===== config.mk =====
export PLATFORM = sky130hd
export DESIGN_NAME = rob_commit_unit
export DESIGN_NICKNAME = d
export VERILOG_FILES = /design/src/rtl/rob_commit_unit.sv
export SDC_FILE = /design/constraint.sdc
export NUM_CORES = 2
export LEC_CHECK = 0
export CAP_MARGIN = 20
export CORE_ASPECT_RATIO = 2
export CORE_MARGIN = 2
export CORE_UTILIZATION = 45
export DETAILED_ROUTE_END_ITERATION = 8
export SLEW_MARGIN = 20
export SYNTH_ARGS = -nofsm -noshare
export SYNTH_HDL_FRONTEND = slang
export SYNTH_SLANG_ARGS = --single-unit

===== constraint.sdc =====
create_clock -name clk -period 6.2 [get_ports clk]
set_input_delay 1.24 -clock clk [delete_from_list [all_inputs] [get_ports clk]]
set_output_delay 1.24 -clock clk [all_outputs]
set_load 0.05 [all_outputs]

===== src/rtl/rob_commit_unit.sv =====
// rob_commit_unit: reorder buffer with single-entry in-order commit.
// Dispatch allocates at the tail, execute completes entries by index, and the
// head retires one completed entry per cycle. A retiring mispredicted branch
// flushes the whole buffer.
module rob_commit_unit #(
    parameter int NUM_ROB_ENTS = 64,
    parameter int NUM_PREGS    = 128,
    parameter int NUM_AREGS    = 32,
    localparam int IW = $clog2(NUM_ROB_ENTS),
    localparam int PW = $clog2(NUM_PREGS),
    localparam int AW = $clog2(NUM_AREGS)
) (
    input  logic          clk,
    input  logic          rst,

    input  logic          alloc_valid,
    output logic          alloc_ready,
    output logic [IW-1:0] alloc_index,
    input  logic          alloc_has_dst,
    input  logic [AW-1:0] alloc_dst_areg,
    input  logic [PW-1:0] alloc_dst_preg,
    input  logic [PW-1:0] alloc_old_preg,

    input  logic          cmpl_valid,
    input  logic [IW-1:0] cmpl_rob_index,
    input  logic          cmpl_br_mispred,

    output logic          ret_valid,
    output logic          ret_has_dst,
    output logic [AW-1:0] ret_dst_areg,
    output logic [PW-1:0] ret_dst_preg,
    output logic [PW-1:0] ret_free_preg,
    output logic          ret_flush,

    output logic [IW:0]   rob_count,
    output logic          rob_empty,
    output logic          rob_full
);

    localparam logic [IW:0] PTR_ONE = (IW+1)'(1);

    // Pointers carry an extra wrap bit so full and empty are distinguishable.
    logic [IW:0]   head_q;
    logic [IW:0]   tail_q;
    logic [IW-1:0] head_idx;
    logic [IW-1:0] tail_idx;

    // Per-entry control state.
    logic [NUM_ROB_ENTS-1:0] busy_q;
    logic [NUM_ROB_ENTS-1:0] done_q;
    logic [NUM_ROB_ENTS-1:0] mispred_q;

    // Per-entry payload; only meaningful while the entry is busy.
    logic          has_dst_q  [NUM_ROB_ENTS];
    logic [AW-1:0] areg_q     [NUM_ROB_ENTS];
    logic [PW-1:0] preg_q     [NUM_ROB_ENTS];
    logic [PW-1:0] old_preg_q [NUM_ROB_ENTS];

    logic head_busy;
    logic head_done;
    logic head_mispred;
    logic full_w;
    logic empty_w;
    logic alloc_fire;
    logic retire;
    logic flush;
    logic cmpl_accept;

    // Status, handshake and event decode, all from registered state except
    // the accept qualifiers on the allocate and complete requests.
    always_comb begin
        head_idx     = head_q[IW-1:0];
        tail_idx     = tail_q[IW-1:0];
        head_busy    = busy_q[head_idx];
        head_done    = done_q[head_idx];
        head_mispred = mispred_q[head_idx];

        full_w  = (head_q[IW-1:0] == tail_q[IW-1:0]) && (head_q[IW] != tail_q[IW]);
        empty_w = (head_q == tail_q);

        retire = head_busy && head_done;
        flush  = retire && head_mispred;

        // A mispredicted head blocks dispatch so nothing is allocated on the
        // edge that flushes the buffer.
        alloc_ready = !full_w && !(head_busy && head_done && head_mispred);
        alloc_index = tail_idx;
        alloc_fire  = alloc_valid && alloc_ready;

        // First completion wins; strays to idle entries and anything arriving
        // on a flush edge are dropped.
        cmpl_accept = cmpl_valid && busy_q[cmpl_rob_index]
                      && !done_q[cmpl_rob_index] && !flush;

        rob_count = tail_q - head_q;
        rob_empty = empty_w;
        rob_full  = full_w;
    end

    // Head/tail pointer update; a flush rewinds both to zero.
    always_ff @(posedge clk) begin
        if (rst) begin
            head_q <= '0;
            tail_q <= '0;
        end else if (flush) begin
            head_q <= '0;
            tail_q <= '0;
        end else begin
            if (retire)     head_q <= head_q + PTR_ONE;
            if (alloc_fire) tail_q <= tail_q + PTR_ONE;
        end
    end

    // Entry control bits. Allocate, complete and retire never target the
    // same entry on one edge: allocate needs an idle entry, complete needs a
    // busy not-done entry, retire needs a busy done entry.
    always_ff @(posedge clk) begin
        if (rst) begin
            busy_q    <= '0;
            done_q    <= '0;
            mispred_q <= '0;
        end else if (flush) begin
            busy_q <= '0;
        end else begin
            if (retire) begin
                busy_q[head_idx] <= 1'b0;
            end
            if (alloc_fire) begin
                busy_q[tail_idx]    <= 1'b1;
                done_q[tail_idx]    <= 1'b0;
                mispred_q[tail_idx] <= 1'b0;
            end
            if (cmpl_accept) begin
                done_q[cmpl_rob_index]    <= 1'b1;
                mispred_q[cmpl_rob_index] <= cmpl_br_mispred;
            end
        end
    end

    // Payload write at the tail on allocation.
    always_ff @(posedge clk) begin
        if (alloc_fire) begin
            has_dst_q[tail_idx]  <= alloc_has_dst;
            areg_q[tail_idx]     <= alloc_dst_areg;
            preg_q[tail_idx]     <= alloc_dst_preg;
            old_preg_q[tail_idx] <= alloc_old_preg;
        end
    end

    // Registered retire port: one-cycle pulse carrying the head entry, zero
    // otherwise.
    always_ff @(posedge clk) begin
        if (rst || !retire) begin
            ret_valid     <= 1'b0;
            ret_has_dst   <= 1'b0;
            ret_dst_areg  <= '0;
            ret_dst_preg  <= '0;
            ret_free_preg <= '0;
            ret_flush     <= 1'b0;
        end else begin
            ret_valid     <= 1'b1;
            ret_has_dst   <= has_dst_q[head_idx];
            ret_dst_areg  <= areg_q[head_idx];
            ret_dst_preg  <= preg_q[head_idx];
            ret_free_preg <= old_preg_q[head_idx];
            ret_flush     <= head_mispred;
        end
    end

endmodule


==> results.yml <==
run_status:
  outcome: "complete, no violations"
worst_setup_path:
  cp.arrival_ns: 4.33
  cpPeakStageDelay_ns: 0.68
  crit_chain: "buf_4, mux4_2, a32o_1, a311oi_1, nand3_1, o22ai_2, o21ai_1, buf_4, inv_1, buf_12"
  critPathLaunchType: "register"
  crit_type: "reg2out"
  critPathSlowestCell: "mux4_2"
  path_max_fanout: 30
  critPathMostFrequentCell: "buf_4"
  cp-end-kind: "primary output"
  cp.required_ns: 4.96
pwr:
  irDropWorstVdd_mv: 0.299
  p_per_area_nw_per_um2: 297
  leakage_nw: 20.9
route:
  drt-total-wl_um: 220000
  vias: 38800
  viasPerCell: 6.71
  dr.pass1.iters: 6
  wl_per_cell_um: 38.0
  ant_nets: 0
  drtIter0Drc: 4817
  drcViolationCount: 0
die:
  initial_utilization_pct: 45.3
  die_w_um: 258
  core-area_um2: 128000
  die_area_um2: 133000
  die_h_um: 513
  rows: 186
  pin_count: 69
hold_path:
  hold_class: "reg2reg"
grt:
  antenna_found_initial: 15
  grt_start_max_net_pins: 74
  grt_pass1_vias: 38200
  grt_use_total_pct: 33.1
  grt_first_pass_wirelength_um: 304000
  grt_overflow_total: 0
clocking:
  cts_hold_buf: 0
  htreeDepth: 4
  clk_latency_ns: 0.79
  clock_path_buffers: 3
  cts_resized: 0
  clock_sinks: 1508
  path_clk_slew_ns: 0.06
  clockRootBuffer: "clkbuf_16"
  cts_tree: "yes"
  postCtsSetupBuffers: 0
  cts_made_buffers: 131
synthesis:
  synth_edf_count: 1280
  synth_nets: 3869
  synthDominantCellAreaShare_pct: 66.0
  synth_area_leader_cell: "edfxtp_1"
  async_reset_ff_share_pct: 0
  synth_area_leaders: "edfxtp_1 66%, dfxtp_1 7.8%, a22oi_1 6.1%"
  ys_seq_area_share_pct: 73.8
  yosysMostFrequentCell: "edfxtp_1"
  netlist_top_cells_count: "1,280 x edfxtp_1, 473 x a22oi_1, 228 x dfxtp_1"
  ys_ff_latch: 1508
  synth.avg_cell_area_um2: 15.2
  synthCells: 3829
  syn_area_um2: 58200
  synthFlopType: "edfxtp_1"
  ys_types: 74
  ys_warn_count: 0
sta:
  post-route-period-util_pct: 89.9
  final_hold_viol_count: 0
  fmax_mhz: 179
  hold-worst-slack_ns: 0.454
  setup_viol: 0
  timing.setup.tns_ns: 0
  min_period_ns: 5.57
  finClkSkew_ns: 0.0407
  max_slew_margin_pct: 6.76
  setup_ws_ns: 0.627
  rsz0062_at_grt: "false"
  tightest_slew_ns: 1.39
  maxSlewViolCount: 0
finish:
  layout-drive-gt1-share_pct: 14.2
  nets: 4017
  finalNonFillerCells: 5785
  area_delta_synth_final_pct: 14.0
  fin_util_pct: 51.7
place:
  port_buffers: 68
  dp_hpwl_um: 141000
  pre_cts_ws_ns: 1.23
  gp_congestion: 1.12
  placed_cells: 5534
job:
  cap_violations: 0
-- final timing paths --
| check | startpoint | to | slack, ns | cells after the start |
|---|---|---|---|---|
| min reg2reg | mispred_q[63]$_SDFFE_PP0N_ | mispred_q[63]$_SDFFE_PP0N_ | 0.45 | 2 |
| max | head_q[0]$_SDFFE_PP0N_ | alloc_ready | 0.63 | 10 |
| min | mispred_q[63]$_SDFFE_PP0N_ | mispred_q[63]$_SDFFE_PP0N_ | 0.45 | 2 |
| max reg2reg | head_q[1]$_SDFFE_PP0N_ | areg_q[16][0]$_DFFE_PP_ | 1.08 | 10 |
-- cell families after synthesis --
family                     synth area share (%)
buffers and inverters                      2.58
muxes                                      2.32
DFF                                        73.8
AOI/OAI and AO/OA                          16.4
and+or+nand+nor                            4.40
xor gates and xnor gates                  0.226
adders and majority gates                 0.206
-- cell usage in the layout (no fill, tap or decap), drive strengths merged, types with 9 or more instances in the layout --
master         netlist  routed
nand2              101     101
o32ai               14      14
a221oi             117     117
nand3               66      66
bufinv               0      10
nor4                55      55
buf                 74     266
mux4                19      19
o21a                40      40
o41ai               10      10
nand4               25      25
nor2                66      66
xnor2               10      10
clkbuf             220     159
nor3                27      27
and2                11      11
clkdlybuf4s50        0      43
a22o               107     107
nor2b               19      19
o211ai              20      20
inv                 84      93
or4                  9       9
a211oi              10      10
a22oi              473     473
a31oi              114     114
edfxtp            1280    1280
or2                 42      42
a41o                19      19
and3                23      23
or3                 12      12
o21ai              124     124
diode                0      12
clkinv               2      53
mux2                16      16
a21oi              157     157
o31ai                9       9
dfxtp              228     228
o221ai              17      17
mux2i               74      74
a41oi               40      40
-- sequential cells by signal (all words and copies together) (netlist names) --
signal         count
areg_q           320
old_preg_q       448
ret_dst_areg       5
ret_flush          1
preg_q           448
head_q             7
ret_free_preg      7
ret_dst_preg       7
ret_valid          1
done_q            64
tail_q             7
busy_q            64
has_dst_q         64
mispred_q         64
ret_has_dst        1
-- critical path, delay by kind of cell (launching register included) --
| kind | cells | cell delay [ns] |
|---|---|---|
| muxes | 1 | 0.68 |
| buffers and inverters | 4 | 0.82 |
| and+or+nand+nor | 1 | 0.16 |
| DFF | 1 | 0.66 |
| AOI/OAI and AO/OA | 4 | 1.16 |
-- stage by stage --
stage / power (mW) / instance area [µm²]
2_1_floorplan: 11.4 / 58200
3_3_place_gp: 11.7 / 62100
3_5_place_dp: 11.7 / 62100
4_1_cts: 19.8 / 66300
5_1_grt: 20.1 / 66400
6_report: 19.7 / 66400
-- area by class of cell --
class                      instances  area (µm²)
antenna                           12        30.0
fill                           10700       62000
multi-input combinational       1941       14000
clock inverter                    78         728
inverter                          86         323
timing repair buffer             309        2730
sequential                      1508       43000
tap                             1692        2120
clock buffer                     159        3490
-- routing by layer --
layer  routed length (µm)  GRT usage, %  part of all wire, %  vias to the layer above
met3                17000          6.89                  7.7                      786
met2               108000          54.9                   49                     2307
li1                     -             -                    -                    16000
met1                71700          35.8                   33                    19800
met5                   29             0                0.013                        -
met4                23100          28.9                   11                        4
-- power breakdown --
part	leakage, nW	internal [mW]	switching, mW
clock network	2.06	4.47	3.76
logic	5.46	0.0873	0.405
registers	13.4	11.0	0.0118
total	20.9	15.6	4.18
(Power assumes the default switching activity.)
